File: config.mk
export PLATFORM = sky130hd
export DESIGN_NAME = cle_label_stats
export DESIGN_NICKNAME = d
export VERILOG_FILES = /design/src/rtl/cle_label_stats.sv
export SDC_FILE = /design/constraint.sdc
export NUM_CORES = 1
export LEC_CHECK = 0
export BUFFER_PORTS_ARGS = -buffer_cell sky130_fd_sc_hd__buf_4
export CAP_MARGIN = 20
export CORE_MARGIN = 1
export CORE_UTILIZATION = 50
export DETAILED_ROUTE_END_ITERATION = 8
export HOLD_SLACK_MARGIN = 0.05
export PLACE_DENSITY = 0.67
export SYNTH_ARGS = -nofsm -noshare
export SYNTH_HDL_FRONTEND = slang
export SYNTH_SLANG_ARGS = --single-unit
File: constraint.sdc
create_clock -name clk_i -period 6.4 [get_ports clk_i]
set_input_delay 0.64 -clock clk_i [delete_from_list [all_inputs] [get_ports clk_i]]
set_output_delay 0.64 -clock clk_i [all_outputs]
set_load 0.01 [all_outputs]
File: src/rtl/cle_label_stats.sv
// cle_label_stats: raster-scans the 32x32 label image and builds per-label pixel count + bounding box, then streams one record per label.
// Latency: 1024 read cycles + 1 drain cycle; first record 1026 cycles after start, then one record per accepted handshake.
// Backpressure: res_* held stable while res_valid_o && !res_ready_i; the SRAM scan itself never stalls.
//
// Ports:
//   clk_i, reset_i (sync, active-high)     start_i : begin scan (only honoured in IDLE)
//   sram_a_o / sram_q_i                     : read-only SRAM port, data returns one cycle after address
//   busy_o, done_o                          : operation in progress / one-cycle end pulse
//   res_valid_o/res_ready_i + res_*         : per-label record stream in allocation order
//   num_labels_o, overflow_o                : table fill and table-full drop indication of last scan
module cle_label_stats #(
    parameter int MAX_LABELS = 8
) (
    input  logic        clk_i,
    input  logic        reset_i,
    input  logic        start_i,
    output logic [9:0]  sram_a_o,
    input  logic [7:0]  sram_q_i,
    output logic        busy_o,
    output logic        res_valid_o,
    input  logic        res_ready_i,
    output logic [7:0]  res_label_o,
    output logic [10:0] res_count_o,
    output logic [4:0]  res_rmin_o,
    output logic [4:0]  res_rmax_o,
    output logic [4:0]  res_cmin_o,
    output logic [4:0]  res_cmax_o,
    output logic [3:0]  num_labels_o,
    output logic        overflow_o,
    output logic        done_o
);

    localparam int         AW    = $clog2(MAX_LABELS);
    localparam logic [3:0] MAX_N = 4'(MAX_LABELS);

    typedef enum logic [2:0] {IDLE, SCAN, DRAIN, EMIT, DONE} state_t;

    state_t        state_q, state_d;
    logic [9:0]    addr_q, addr_d;
    logic [AW-1:0] idx_q, idx_d;

    // Address delayed by one cycle so row/col line up with the returning data word.
    logic          pix_vld_q;
    logic [4:0]    pix_row_q;
    logic [4:0]    pix_col_q;

    logic [7:0]    lbl_q  [MAX_LABELS];
    logic [10:0]   cnt_q  [MAX_LABELS];
    logic [4:0]    rmin_q [MAX_LABELS];
    logic [4:0]    rmax_q [MAX_LABELS];
    logic [4:0]    cmin_q [MAX_LABELS];
    logic [4:0]    cmax_q [MAX_LABELS];
    logic [3:0]    num_q, num_d;
    logic          ovf_q;

    logic          clr;
    logic          pix_act;
    logic          hit;
    logic          full;
    logic          do_upd;
    logic          do_alloc;
    logic          do_ovf;
    logic          emit_hs;
    logic          emit_last;
    logic [AW-1:0] hit_idx;
    logic [AW-1:0] alloc_idx;

    // Only entries below num_q are live; cleared entries hold label 0, which
    // never reaches the match because background pixels are filtered first.
    always_comb begin
        hit     = 1'b0;
        hit_idx = '0;
        for (int i = 0; i < MAX_LABELS; i++) begin
            if ((4'(i) < num_q) && (lbl_q[i] == sram_q_i)) begin
                hit     = 1'b1;
                hit_idx = AW'(i);
            end
        end
    end

    assign clr       = (state_q == IDLE) && start_i;
    assign full      = (num_q == MAX_N);
    assign pix_act   = pix_vld_q && (sram_q_i != 8'd0);
    assign do_upd    = pix_act && hit;
    assign do_alloc  = pix_act && !hit && !full;
    assign do_ovf    = pix_act && !hit && full;
    assign alloc_idx = num_q[AW-1:0];
    assign num_d     = num_q + {3'b000, do_alloc};
    assign emit_hs   = (state_q == EMIT) && res_ready_i;
    assign emit_last = (4'(idx_q) == (num_q - 4'd1));

    always_comb begin
        state_d = state_q;
        addr_d  = '0;
        idx_d   = idx_q;
        case (state_q)
            IDLE: begin
                if (start_i) begin
                    state_d = SCAN;
                    idx_d   = '0;
                end
            end
            SCAN: begin
                if (addr_q == 10'd1023) begin
                    state_d = DRAIN;
                end else begin
                    addr_d = addr_q + 10'd1;
                end
            end
            // Decision uses num_d so a label first seen at address 1023 is emitted.
            DRAIN:   state_d = (num_d != 4'd0) ? EMIT : DONE;
            EMIT: begin
                if (emit_hs) begin
                    if (emit_last) begin
                        state_d = DONE;
                    end else begin
                        idx_d = idx_q + AW'(1);
                    end
                end
            end
            DONE:    state_d = IDLE;
            default: state_d = IDLE;
        endcase
    end

    always_ff @(posedge clk_i) begin
        if (reset_i) begin
            state_q   <= IDLE;
            addr_q    <= '0;
            idx_q     <= '0;
            pix_vld_q <= 1'b0;
            pix_row_q <= '0;
            pix_col_q <= '0;
        end else begin
            state_q   <= state_d;
            addr_q    <= addr_d;
            idx_q     <= idx_d;
            pix_vld_q <= (state_q == SCAN);
            pix_row_q <= addr_q[9:5];
            pix_col_q <= addr_q[4:0];
        end
    end

    always_ff @(posedge clk_i) begin
        if (reset_i || clr) begin
            for (int i = 0; i < MAX_LABELS; i++) begin
                lbl_q[i]  <= '0;
                cnt_q[i]  <= '0;
                rmin_q[i] <= '0;
                rmax_q[i] <= '0;
                cmin_q[i] <= '0;
                cmax_q[i] <= '0;
            end
            num_q <= '0;
            ovf_q <= 1'b0;
        end else begin
            if (do_upd) begin
                // Max count is 1024, which fits 11 bits without wrapping.
                cnt_q[hit_idx] <= cnt_q[hit_idx] + 11'd1;
                if (pix_row_q < rmin_q[hit_idx]) rmin_q[hit_idx] <= pix_row_q;
                if (pix_row_q > rmax_q[hit_idx]) rmax_q[hit_idx] <= pix_row_q;
                if (pix_col_q < cmin_q[hit_idx]) cmin_q[hit_idx] <= pix_col_q;
                if (pix_col_q > cmax_q[hit_idx]) cmax_q[hit_idx] <= pix_col_q;
            end
            if (do_alloc) begin
                lbl_q[alloc_idx]  <= sram_q_i;
                cnt_q[alloc_idx]  <= 11'd1;
                rmin_q[alloc_idx] <= pix_row_q;
                rmax_q[alloc_idx] <= pix_row_q;
                cmin_q[alloc_idx] <= pix_col_q;
                cmax_q[alloc_idx] <= pix_col_q;
            end
            if (do_ovf) begin
                ovf_q <= 1'b1;
            end
            num_q <= num_d;
        end
    end

    assign sram_a_o     = addr_q;
    assign busy_o       = (state_q != IDLE);
    assign done_o       = (state_q == DONE);
    assign res_valid_o  = (state_q == EMIT);
    assign num_labels_o = num_q;
    assign overflow_o   = ovf_q;

    // Record fields are a register-only mux, zeroed outside EMIT.
    assign res_label_o  = res_valid_o ? lbl_q[idx_q]  : '0;
    assign res_count_o  = res_valid_o ? cnt_q[idx_q]  : '0;
    assign res_rmin_o   = res_valid_o ? rmin_q[idx_q] : '0;
    assign res_rmax_o   = res_valid_o ? rmax_q[idx_q] : '0;
    assign res_cmin_o   = res_valid_o ? cmin_q[idx_q] : '0;
    assign res_cmax_o   = res_valid_o ? cmax_q[idx_q] : '0;

endmodule

==> results by group <==
Die
  – Initial Util: 50.6%
  – Die Ht: 200 um
  – Num ports: 69
  – DIE WIDTH: 200 um
  – DIE AREA: 39900 um^2
  – Core footprint: 38600 um^2
  – Row count: 72

Timing
  – Fin crit share: 86.3%
  – Worst Max-Slew Pin Slew: 1030 ps
  – Hold slack: 432 ps
  – Hold Fails Final Rpt: 0
  – Min cycle time layout: 5530 ps
  – Slew headroom: 31.4%
  – Final Worst Setup Slack: 875 ps
  – Setup_tns: 0 ps
  – RSZ-0062 raised after global routing: no
  – Max Slew Vio Count: 0
  – Worst Skew: 19.0 ps
  – Fmax: 181 MHz
  – Final setup fails: 0

Synthesis
  – Seq/Total Area, Yosys: 51.5%
  – Largest cells by area after synthesis: edfxtp_1, mux4_2, and2_1
  – Mapped Nets: 1804
  – Mean Syn Cell Area: 11.1 um^2
  – Ys flop type: edfxtp_1
  – Distinct cells, synth: 69
  – Async SR Flop Fraction: 0%
  – Area fraction of the dominant cell type after synthesis: 47.9%
  – Largest area contributor in the netlist: edfxtp_1
  – Post-Syn Area: 19600 um^2
  – Top post-synthesis cells by count: edfxtp_1, nand2_1, nor2_1
  – Post-Synthesis Cells: 1766
  – Synth warnings: 0
  – Seq cells post-synth: 347
  – Number of flops mapped to enable cells by yosys: 312
  – Count leader, synth: edfxtp_1

Clock tree
  – PostCTS Resize Cnt: 0
  – Clock Root Buffer: clkbuf_16
  – Number of setup buffers added after CTS: 0
  – CTS Buf Count: 38
  – CTS tree: yes
  – Max H-tree Level: 2
  – Clock sink total: 347
  – Clk buf depth: 3
  – Worst-path clk slew: 60 ps
  – Post-CTS Hold Buffers: 0
  – Worst skew pair latency: 540 ps

Place
  – Placed cells: 2271
  – HPWL Detailed: 36.9 mm
  – RD Place Congestion: 0.873
  – I/O Buffers: 68
  – Pre-CTS setup slack: 907 ps

Worst setup path
  – CP max FO: 33
  – Reg2reg end: rmin_q[0][3]
  – Crit-path max cell delay: 820 ps
  – Reg-to-Reg Start: num_labels_o[1]
  – Flop-to-flop setup slack: 870 ps
  – CP Data Required Time: 6570 ps
  – Crit path buffers/inverters: 3
  – Critical path's slowest cell: a21oi_4
  – Crit path max-delay family: compound AO/OA/AOI/OAI gates
  – Crit path DAT: 5690 ps
  – Critical setup path kind: flop to flop
  – Critical path origin: num_labels_o[1]
  – Cells along the critical path: inv_1, ha_1, nor2b_1, o2111ai_1, nand4bb_1, o21a_1, a21oi_4, buf_4, buf_4, nand2_1, nand3_1, a31oi_1, ha_1, a21o_1, a21o_1, a21oi_1, nand2_1, o21ba_2, a21oi_1
  – Reg2Reg Depth: 19
  – Setup crit end kind: flop
  – Startpoint Class: flop

Global routing
  – Overall routing resource usage: 28.7%
  – Number of global-route vias before repair: 14200
  – Total gr overflow: 0
  – Global-route wire length before repair: 84.9 mm
  – Largest net degree at the start of global routing: 61
  – Initial antenna violation count: 0

Worst hold path
  – Worst hold path class: primary input to flop
  – Endpoint, Worst Hold: sram_a_o[8]
  – Hold_sp: reset_i
  – Hold Path Cell Cnt: 2

Drt
  – Post-DR wirelength/cell: 23.9 um
  – Routed vias/inst: 6.13
  – # DRC: 0
  – Vias: 14300
  – First-pass iteration count of the detailed router: 5
  – Violation count after the first detailed-routing iteration: 1349
  – Post-DRT Antenna Nets: 0
  – Wirelength, routed: 55.9 mm

Finish
  – # fillers: 3245
  – Share of cells above drive strength 1: 16.8%
  – Final core occ: 56.5%
  – Post-synthesis to final-layout area growth: 11.6%
  – # diodes: 0
  – Final net count: 1831
  – Final cell count without fillers: 2340

Power
  – Power Density: 281 nW/um^2
  – Maximum VDD drop: 196 uV
  – Leakage: 0.00827 uW

Status
  – Run status: finished, final reports clean

Job
  – Max Cap Viol: 0
-- worst register-to-register path, delay by kind of cell (launching register included) --
family,cells,cell delay (ps)
adders and majority gates,2,620
AOI/OAI and AO/OA,9,2510
buffers and inverters,3,730
and+or+nand+nor,5,700
DFF,1,580
-- cell families (layout without fill, tap and decap cells) --
logic type | count (synthesis) | count (layout) | share of synthesized area (%)
AOI/OAI and AO/OA | 174 | 174 | 5.67
buffers and inverters | 150 | 206 | 3.08
and+or+nand+nor | 834 | 834 | 21.2
xor gates and xnor gates | 87 | 87 | 4.17
adders and majority gates | 26 | 26 | 1.66
muxes | 148 | 148 | 12.7
DFF | 347 | 347 | 51.5
-- worst max path at each step --
| stage | end | cells past startpoint |
|---|---|---|
| 3_5_place_dp | cmax_q[2][3] | 19 |
| 5_1_grt | rmin_q[0][2] | 19 |
| 6_report | rmin_q[0][3] | 19 |
| 4_1_cts | cmax_q[4][3] | 20 |
| 3_3_place_gp | rmin_q[4][1] | 18 |
| 2_1_floorplan | rmax_q[3][0] | 24 |
-- per-stage QoR --
step           total power (uW)  cell area, um^2
2_1_floorplan              3730            19600
3_3_place_gp               4060            20600
3_5_place_dp               4090            20700
4_1_cts                    6150            21800
5_1_grt                    6350            21800
6_report                   6130            21800
-- cell usage in the layout (no fill, tap or decap), types with 8 or more instances in the layout --
cell type / instances
a21o_1: 10
a21oi_1: 47
a31oi_1: 30
and2_1: 132
and3_1: 103
buf_4: 125
clkbuf_1: 13
clkbuf_16: 41
dfxtp_1: 32
edfxtp_1: 312
ha_1: 26
inv_1: 8
mux2i_1: 61
mux4_2: 80
nand2_1: 199
nand2b_1: 13
nand3_1: 108
nor2_1: 182
nor2b_1: 21
nor3_1: 32
o21ai_0: 37
o21ai_1: 8
xnor2_1: 39
xor2_1: 41
-- routing by layer --
layer	part of all wire, %	vias to the layer above	track usage [%]
li1	-	6458	-
met1	42	7072	39.4
met2	47	694	46.6
met3	8.0	122	4.32
met4	3.2	0	9.87
met5	0	-	0
-- sequential cells by signal (all words and copies together), names as in the netlist, named ones only --
name,cells
rmax_q,40
pix_vld_q,1
lbl_q,64
cnt_q,88
overflow_o,1
cmax_q,40
idx_q,3
rmin_q,40
pix_col_q,5
cmin_q,40
num_labels_o,4
pix_row_q,5
sram_a_o,10
state_q,3
-- where the power goes --
group          switching [uW]  internal [uW]  total, uW
registers                 226           2800       3030
logic                     575            442       1020
clock network             882           1200       2090
-- cell type report --
cell class                 instances  area, um^2  share of cell area, %
sequential                       347       10100                   46.2
multi-input combinational       1269        8910                   40.8
clock buffer                      57        1120                   5.11
timing repair buffer             127         978                   4.48
tap                              518         648                   2.97
clock inverter                    12        57.6                  0.264
inverter                          10        37.5                  0.172
Note: power is estimated with default switching activity, not from simulation.
